### src/rtl/muldiv_seq.sv
// Iterative RV32M multiply/divide execute unit: radix-2 shift-add multiply, restoring divide.
// Start/busy/done handshake; divide-by-zero and signed overflow resolve in a one-cycle fast path.
module muldiv_seq #(
    parameter int unsigned XLEN = 32
) (
    input  logic            clk,
    input  logic            rst,
    input  logic            start,
    input  logic            flush,
    input  logic [31:0]     inst,
    input  logic [XLEN-1:0] op_a,
    input  logic [XLEN-1:0] op_b,
    output logic            busy,
    output logic            done,
    output logic [XLEN-1:0] result
);

    localparam int unsigned     CW      = $clog2(XLEN);
    localparam logic [CW-1:0]   CntLast = CW'(XLEN - 1);
    localparam logic [XLEN-1:0] AllOnes = {XLEN{1'b1}};
    localparam logic [XLEN-1:0] MinNeg  = {1'b1, {(XLEN-1){1'b0}}};

    typedef enum logic [1:0] {StIdle, StCalc, StFix, StDone} state_e;

    state_e state_q, state_d;

    logic [2:0]        f3_q, f3_d;
    logic              neg_q, neg_d;
    logic [CW-1:0]     cnt_q, cnt_d;
    // Multiplicand for MUL*, divisor for DIV*/REM*.
    logic [XLEN-1:0]   opr_q, opr_d;
    // Product accumulator; for divides the low half holds dividend bits shifting out, quotient in.
    logic [2*XLEN-1:0] acc_q, acc_d;
    logic [XLEN-1:0]   rem_q, rem_d;
    logic [XLEN-1:0]   result_q, result_d;

    // Decode and operand conditioning at accept
    logic            is_mop;
    logic            accept;
    logic            is_div;
    logic [2:0]      f3;
    logic            signed_a, signed_b;
    logic            sign_a, sign_b;
    logic [XLEN-1:0] mag_a, mag_b;
    logic            b_zero, ovf, fast;
    logic [XLEN-1:0] fast_res;
    logic            unused_inst;

    assign f3     = inst[14:12];
    assign is_mop = (inst[6:0] == 7'b0110011) && (inst[31:25] == 7'b0000001);
    assign accept = (state_q == StIdle) && start && is_mop && !flush;
    assign is_div = f3[2];

    assign unused_inst = ^{inst[24:15], inst[11:7]};

    assign signed_a = (f3 == 3'b001) || (f3 == 3'b010) || (f3 == 3'b100) || (f3 == 3'b110);
    assign signed_b = (f3 == 3'b001) || (f3 == 3'b100) || (f3 == 3'b110);
    assign sign_a   = signed_a && op_a[XLEN-1];
    assign sign_b   = signed_b && op_b[XLEN-1];
    assign mag_a    = sign_a ? -op_a : op_a;
    assign mag_b    = sign_b ? -op_b : op_b;

    assign b_zero = (op_b == '0);
    assign ovf    = !f3[0] && (op_a == MinNeg) && (op_b == AllOnes);
    assign fast   = is_div && (b_zero || ovf);

    always_comb begin
        fast_res = '0;
        if (b_zero) begin
            fast_res = f3[1] ? op_a : AllOnes;
        end else begin
            fast_res = f3[1] ? '0 : op_a;
        end
    end

    // Iteration datapath
    logic [XLEN-1:0] mul_addend;
    logic [XLEN:0]   mul_sum;
    logic [XLEN:0]   div_shift;
    logic [XLEN:0]   div_diff;

    assign mul_addend = acc_q[0] ? opr_q : '0;
    assign mul_sum    = {1'b0, acc_q[2*XLEN-1:XLEN]} + {1'b0, mul_addend};
    // Trial subtraction is XLEN+1 wide; the top bit is the borrow that rejects the step.
    assign div_shift  = {rem_q, acc_q[XLEN-1]};
    assign div_diff   = div_shift - {1'b0, opr_q};

    // Sign fix-up and half selection
    logic [2*XLEN-1:0] prod_fix;
    logic [XLEN-1:0]   quo_fix;
    logic [XLEN-1:0]   rem_fix;
    logic [XLEN-1:0]   fix_res;

    assign prod_fix = neg_q ? -acc_q : acc_q;
    assign quo_fix  = neg_q ? -acc_q[XLEN-1:0] : acc_q[XLEN-1:0];
    assign rem_fix  = neg_q ? -rem_q : rem_q;

    always_comb begin
        fix_res = '0;
        case (f3_q)
            3'b000:                 fix_res = prod_fix[XLEN-1:0];
            3'b001, 3'b010, 3'b011: fix_res = prod_fix[2*XLEN-1:XLEN];
            3'b100, 3'b101:         fix_res = quo_fix;
            default:                fix_res = rem_fix;
        endcase
    end

    // Control FSM
    always_comb begin
        state_d = state_q;
        case (state_q)
            StIdle: begin
                if (accept) begin
                    state_d = fast ? StDone : StCalc;
                end
            end
            StCalc: begin
                if (cnt_q == CntLast) begin
                    state_d = StFix;
                end
            end
            StFix:   state_d = StDone;
            StDone:  state_d = StIdle;
            default: state_d = StIdle;
        endcase
        if (flush) begin
            state_d = StIdle;
        end
    end

    always_ff @(posedge clk or negedge rst) begin
        if (!rst) begin
            state_q <= StIdle;
        end else begin
            state_q <= state_d;
        end
    end

    // Datapath next-state
    always_comb begin
        f3_d     = f3_q;
        neg_d    = neg_q;
        cnt_d    = cnt_q;
        opr_d    = opr_q;
        acc_d    = acc_q;
        rem_d    = rem_q;
        result_d = result_q;
        case (state_q)
            StIdle: begin
                if (accept) begin
                    f3_d  = f3;
                    neg_d = (f3 == 3'b110) ? sign_a : (sign_a ^ sign_b);
                    cnt_d = '0;
                    rem_d = '0;
                    opr_d = is_div ? mag_b : mag_a;
                    acc_d = {{XLEN{1'b0}}, (is_div ? mag_a : mag_b)};
                    if (fast) begin
                        result_d = fast_res;
                    end
                end
            end
            StCalc: begin
                cnt_d = cnt_q + CW'(1);
                if (f3_q[2]) begin
                    acc_d = {acc_q[2*XLEN-1:XLEN], acc_q[XLEN-2:0], ~div_diff[XLEN]};
                    rem_d = div_diff[XLEN] ? div_shift[XLEN-1:0] : div_diff[XLEN-1:0];
                end else begin
                    acc_d = {mul_sum, acc_q[XLEN-1:1]};
                end
            end
            StFix: begin
                if (!flush) begin
                    result_d = fix_res;
                end
            end
            default: ;
        endcase
    end

    always_ff @(posedge clk or negedge rst) begin
        if (!rst) begin
            f3_q     <= '0;
            neg_q    <= 1'b0;
            cnt_q    <= '0;
            opr_q    <= '0;
            acc_q    <= '0;
            rem_q    <= '0;
            result_q <= '0;
        end else begin
            f3_q     <= f3_d;
            neg_q    <= neg_d;
            cnt_q    <= cnt_d;
            opr_q    <= opr_d;
            acc_q    <= acc_d;
            rem_q    <= rem_d;
            result_q <= result_d;
        end
    end

    assign busy   = (state_q != StIdle);
    assign done   = (state_q == StDone);
    assign result = result_q;

endmodule

### config.mk
export PLATFORM = sky130hd
export DESIGN_NAME = muldiv_seq
export DESIGN_NICKNAME = d
export VERILOG_FILES = /design/src/rtl/muldiv_seq.sv
export SDC_FILE = /design/constraint.sdc
export NUM_CORES = 1
export LEC_CHECK = 0
export ABC_CLOCK_PERIOD_IN_PS = 6200
export CAP_MARGIN = 40
export CORE_MARGIN = 2
export CORE_UTILIZATION = 60
export CTS_CLUSTER_DIAMETER = 40
export DETAILED_ROUTE_END_ITERATION = 8
export GPL_TIMING_DRIVEN = 0
export PLACE_DENSITY_LB_ADDON = 0.12
export SYNTH_ARGS = -nofsm -noshare
export SYNTH_HDL_FRONTEND = slang
export SYNTH_SLANG_ARGS = --single-unit
export TNS_END_PERCENT = 20
### constraint.sdc
create_clock -name clk -period 6.2 [get_ports clk]
set_clock_uncertainty 0.1 [all_clocks]
set_input_delay 0.62 -clock clk [delete_from_list [all_inputs] [get_ports clk]]
set_output_delay 0.62 -clock clk [all_outputs]
set_load 0.005 [all_outputs]
======== Word-level counts from Yosys, hierarchy flattened ========
Cells that the tools add are included.
storage, ports and cells
  bits in registers ....................... 171
  latch bits .............................. 0
  RAM bits ................................ 0
  ROM bits ................................ 0
  input bits .............................. 100
  output and inout port bits .............. 34
  word-level logic and storage cells ...... 105
  memories ................................ 0
operators by class
  $add $sub $neg .......................... 8
  multiply operators ...................... 0
  div/mod/pow operators ................... 0
  order comparisons ....................... 0
  equality and inequality tests ........... 24
  shifts and indexed selects .............. 0
  multiplexer cells ....................... 31
  bitwise logic cells ..................... 2
  reductions and logical operators ........ 31
operators with widths
  kind                    count
  $mux W32                16
  $mux W64                3
  $neg A32 Y32            4
  $pmux W32 S2            2
  $pmux W64 S2            1
  $pmux W32 S3            1
  $eq A32 B32 Y1 const B  2
  $neg A64 Y64            1
  $add A32 B32 Y33        1
  $sub A33 B32 Y33        1
  $logic_not A32 Y1       1
  $eq A3 B3 Y1 const B    4
  $ne A2 B2 Y1 const B    5
  $pmux W5 S2             1
  $eq A3 B2 Y1 const B    3
  $logic_and A1 B1 Y1     9
  $mux W2                 4
  $pmux W2 S4             1
  $eq A7 B1 Y1 const B    1
  $eq A7 B6 Y1 const B    1
  $eq A3 B1 Y1 const B    2
  $logic_or A1 B1 Y1      6
  $ne A3 B3 Y1 const B    2
  $reduce_and A2 Y1       3
  other kinds (16)        21

======== Depth between registers and ports, before layout ========
  word-level depth ........................ 9
  gate-level depth with buffers ........... 14
  gate-level depth less buffers ........... 12

======== Least setup slack after synthesis ========
OpenSTA, ideal clock, no wires.
  kind .................................... flip-flop to flip-flop
  start point ............................. reg acc_q[0]
  end point ............................... reg acc_q[59]
  library setup time ...................... 0.122 ns
  data arrival time ....................... 3.172 ns
  data required time ...................... 5.978 ns
  slack ................................... 2.807 ns
  stages on the path, launching flop included .. 14
  buffers on the path ..................... 2
  period minus slack after synthesis ...... 3.393 ns
  cell sequence ........................... dfrtp_1 -> clkbuf_1 -> inv_1 -> clkbuf_1 -> nor2_1 -> ha_1 -> o21a_1 -> o31a_1 -> o41a_1 -> o311a_1 -> o21ai_0 -> a21boi_0 -> or3_1 -> a32o_1
between the ends
  cells in the longest elaborated chain, start to end .. 4
RTL lines
  what                      line  source
  start: declaration        33    logic [2*XLEN-1:0] acc_q, acc_d;
  start signal: assignment  186   acc_q <= '0;
  start signal: assignment  194   acc_q <= acc_d;
  $mux W32                  82    assign mul_addend = acc_q[0] ? opr_q : '0;
  $add A32 B32 Y33          83    assign mul_sum = {1'b0, acc_q[2*XLEN-1:XLEN]} + {1'b0, mul_addend};
  $mux W64                  164   if (f3_q[2]) begin
  $pmux W64 S2              148   case (state_q)
No other way between the ends. The select of a mux whose other input is x is not followed.
A chain may end at the register's enable or synchronous reset.

======== Worst setup path in the final report ========
  start point ............................. reg acc_q[31]
  end point ............................... reg rem_q[25]
between the ends
  cells in the longest elaborated chain, start to end .. 4
RTL lines
  what                    line  source
  $sub A33 B32 Y33        86    assign div_diff = div_shift - {1'b0, opr_q};
  $mux W32                166   rem_d = div_diff[XLEN] ? div_shift[XLEN-1:0] : div_diff[XLEN-1:0];
  $mux W32                164
  $pmux W32 S2            148
  end signal: assignment  195   rem_q <= rem_d;
  end: declaration        34    logic [XLEN-1:0] rem_q, rem_d;
No other way between the ends. The select of a mux whose other input is x is not followed.

==> reports/qor.csv <==
stage,metric,value,unit
timing,worst_pin_slew,0.9696,ns
timing,slew_viol_final,0,
pwr,seq_power_share,0.341,
finish,layout-drive-gt1-share,0.04306,
synth,async_flop_share,1.000,
setup_path,critPathRequiredTime,6.40,ns
floorplan,die_area,28850,sq um
setup_path,worst_setup_path_start_kind,flop,
floorplan,start_util,0.6123,
timing,fmax,228.8,MHz
flow_run,cap_violations,0,
global_route,grt_pass1_vias,17040,
floorplan,ios,134,
global_route,antenna_found_initial,2,
pwr,p_int,2.654,mW
finish,seq_area,4279,sq um
synth,synth_fp_nets,2328,
synth,yosysTopAreaCellShare,0.2593,
setup_path,cp-end-kind,flop,
route,wl_per_cell,25.59,um
hold_path,worstHoldPathCells,2,
floorplan,dieHeight,169.8,um
finish,layout_commonest_cell,nand2_1,
global_route,grt-ovfl-total,0,
setup_path,worst-path-max-fanout,10,
synth,ys_warn_count,0,
place,place_congestion,1.048,
pwr,p_sw_frac,0.4219,
clock_tree,cts-root-buf,clkbuf_16,
pwr,power_frac_clock,0.245,
floorplan,fp-row-count,60,
route,drtPass1Iterations,8,
clock_tree,cts_buffers,17,
clock_tree,clk_path_buf_depth,2,
synth,syn_area,16500,sq um
timing,rsz0062_at_grt,no,
route,remaining_drc_errors,0,
hold_path,hp-start,result[9],
setup_path,path_class,flop to flop,
outcome,status,"complete, no violations",
timing,finalSetupViolCount,0,
setup_path,rrSetupSlack,1.83,ns
setup_path,crit_path_start,acc_q[31],
clock_tree,cts.sinks,171,
timing,period_share,0.7048,
clock_tree,cts_resized,0,
synth,synthCells,2151,
route,wl,67.61,mm
setup_path,rr_worst_depth,12,
pwr,net-switching-power,1.936,mW
global_route,grt_max_degree,119,
route,drt_iter0_markers,2753,
clock_tree,path_clk_slew,0.07,ns
timing,fin_crit,4.370,ns
clock_tree,cts_setup_buffers,0,
finish,fin_nets,2465,
route,antenna_left,0,
synth,ys_seq_area_frac,0.2593,
pwr,p_comb_frac,0.415,
hold_path,min_to,result[9],
synth,yosysTopAreaCell,dfrtp_1,
timing,finalHoldViolCount,0,
synth,synth.ff_latch_count,171,
route,via_count,18540,
place,io_buffer_count,114,
timing,setup_ws,1.830,ns
synth,synth_edf_count,0,
synth,syn_area_per_cell,7.672,sq um
global_route,grt_pass1_wl,101.9,mm
floorplan,coreArea,26950,sq um
finish,fin_area,18710,sq um
synth,ys.flop_type,dfrtp_1,
clock_tree,cts_tree,done,
clock_tree,cts_hold_buf,1,
place,placed_area,18120,sq um
finish,area_delta_synth_final,13.40,%
finish,n_fill_cell,2288,
clock_tree,htreeDepth,4,
route,via_per_inst,7.017,
floorplan,die_w,169.8,um
pwr,p_per_area,245.3,nW/um^2
setup_path,arrival,4.57,ns
setup_path,r2r_start,acc_q[31],
place,place_hpwl,53.34,mm
place,post-place-ws,1.769,ns
clock_tree,worst_skew_pair.late_latency,0.46,ns
timing,slew_headroom,0.3468,
global_route,track_usage,0.4684,
finish,mostFrequentLayoutCells,"nand2_1, nor2_1, a21oi_1",
pwr,irDropWorstVdd,0.2768,mV
synth,synth_cell_types,84,
synth,synthTopCellsByArea,"dfrtp_1, ha_1, a21oi_1",
finish,multi_input_area,11390,sq um
hold_path,hold_path.class,flop to flop,
pwr,leakagePower,7.476,nW
setup_path,reg2reg_to,rem_q[25],
==> worst max path at each step <==
stage / end
6_report: rem_q[25]
5_1_grt: rem_q[31]
4_1_cts: rem_q[25]
3_5_place_dp: result[1]
3_3_place_gp: rem_q[16]
2_1_floorplan: acc_q[59]
==> synth_stat cells, types with 6 or more instances <==
cell and instances:
nand2_1 242, nor2_1 206, a21oi_1 182, o21ai_0 172
dfrtp_1 171, clkbuf_1 120, xor2_1 94, xnor2_1 89
inv_1 76, ha_1 75, nor3_1 47, o31ai_1 40
o211ai_1 37, nand4_1 35, a21o_1 34, maj3_1 31
nand3_1 31, mux2i_1 30, o41ai_1 28, a211oi_1 25
mux2_2 25, or3_1 25, o221ai_1 23, nand2b_1 22
nor4_1 20, o22ai_1 19, a31oi_1 18, or4_1 14
and2_1 13, o21a_1 13, and3_1 12, buf_2 12
a221o_1 11, nor2b_1 11, o31a_1 10, buf_1 9
o21bai_1 9, or2_2 9, o21ai_1 8, a32o_1 6
o311ai_0 6
==> cell families after synthesis <==
family / count (synthesis) / share of synthesized area
and+or+nand+nor: 724 / 0.2084
AOI/OAI and AO/OA: 692 / 0.2714
buffers and inverters: 218 / 0.05050
xor gates and xnor gates: 183 / 0.09713
DFF: 171 / 0.2593
adders and majority gates: 108 / 0.07810
muxes: 55 / 0.03526
==> registers in the layout (all words and copies together), names as in the netlist <==
name	flops
neg_q	1
cnt_q	5
f3_q	3
acc_q	64
rem_q	32
state_q	2
opr_q	32
result	32
==> worst max-delay path: stages (launching register included) <==
cell	delay, ns
dfrtp_1	0.54
inv_1	0.16
ha_1	0.24
fa_1	0.42
nand2b_1	0.19
a21o_1	0.22
a211o_1	0.30
nand4_1	0.15
and4_1	0.32
nor3_1	0.17
nor2_1	0.62
clkbuf_1	0.56
o221ai_1	0.21
==> power groups by stage <==
stage	Clock, mW	Sequential, mW	Combinational, mW
2_1_floorplan	0	1.49	1.11
3_3_place_gp	0	1.55	1.78
3_5_place_dp	0	1.56	1.82
4_1_cts	1.11	1.54	1.83
5_1_grt	1.16	1.58	2.03
6_report	1.12	1.56	1.90
==> metrics by stage <==
step | util | std cells | TNS (ns) | power (mW) | hold WS (ns)
after floorplan | - | 2151 | 0 | 2.602 | 0.2244
after global placement | 0.6705 | 2606 | -432.17 | 3.334 | 0.3608
after detailed placement | 0.6722 | 2609 | 0 | 3.382 | 0.3687
after CTS | 0.6942 | 2640 | 0 | 4.484 | 0.3829
after global routing | 0.6942 | 2640 | 0 | 4.767 | 0.3979
final | 0.6943 | 2642 | 0 | 4.590 | 0.3766
==> layout make-up <==
class                   count  share of cell area
multi-input cells        1762              0.6087
flip-flops and latches    171              0.2287
repair buffers            118             0.06405
plain buffers             141             0.02909
well taps                 341             0.02280
clock buffers              17             0.02273
inverters                  77             0.01545
clock inverters            13            0.008291
diodes                      2           0.0002675
==> layer usage <==
layer | vias to the layer above | GRT usage | share of wire
li1 | 8141 | - | -
met1 | 8690 | 0.6150 | 0.38
met2 | 1430 | 0.6976 | 0.42
met3 | 277 | 0.1263 | 0.13
met4 | 0 | 0.2661 | 0.067
met5 | - | 0 | 0
(Power assumes the default switching activity.)
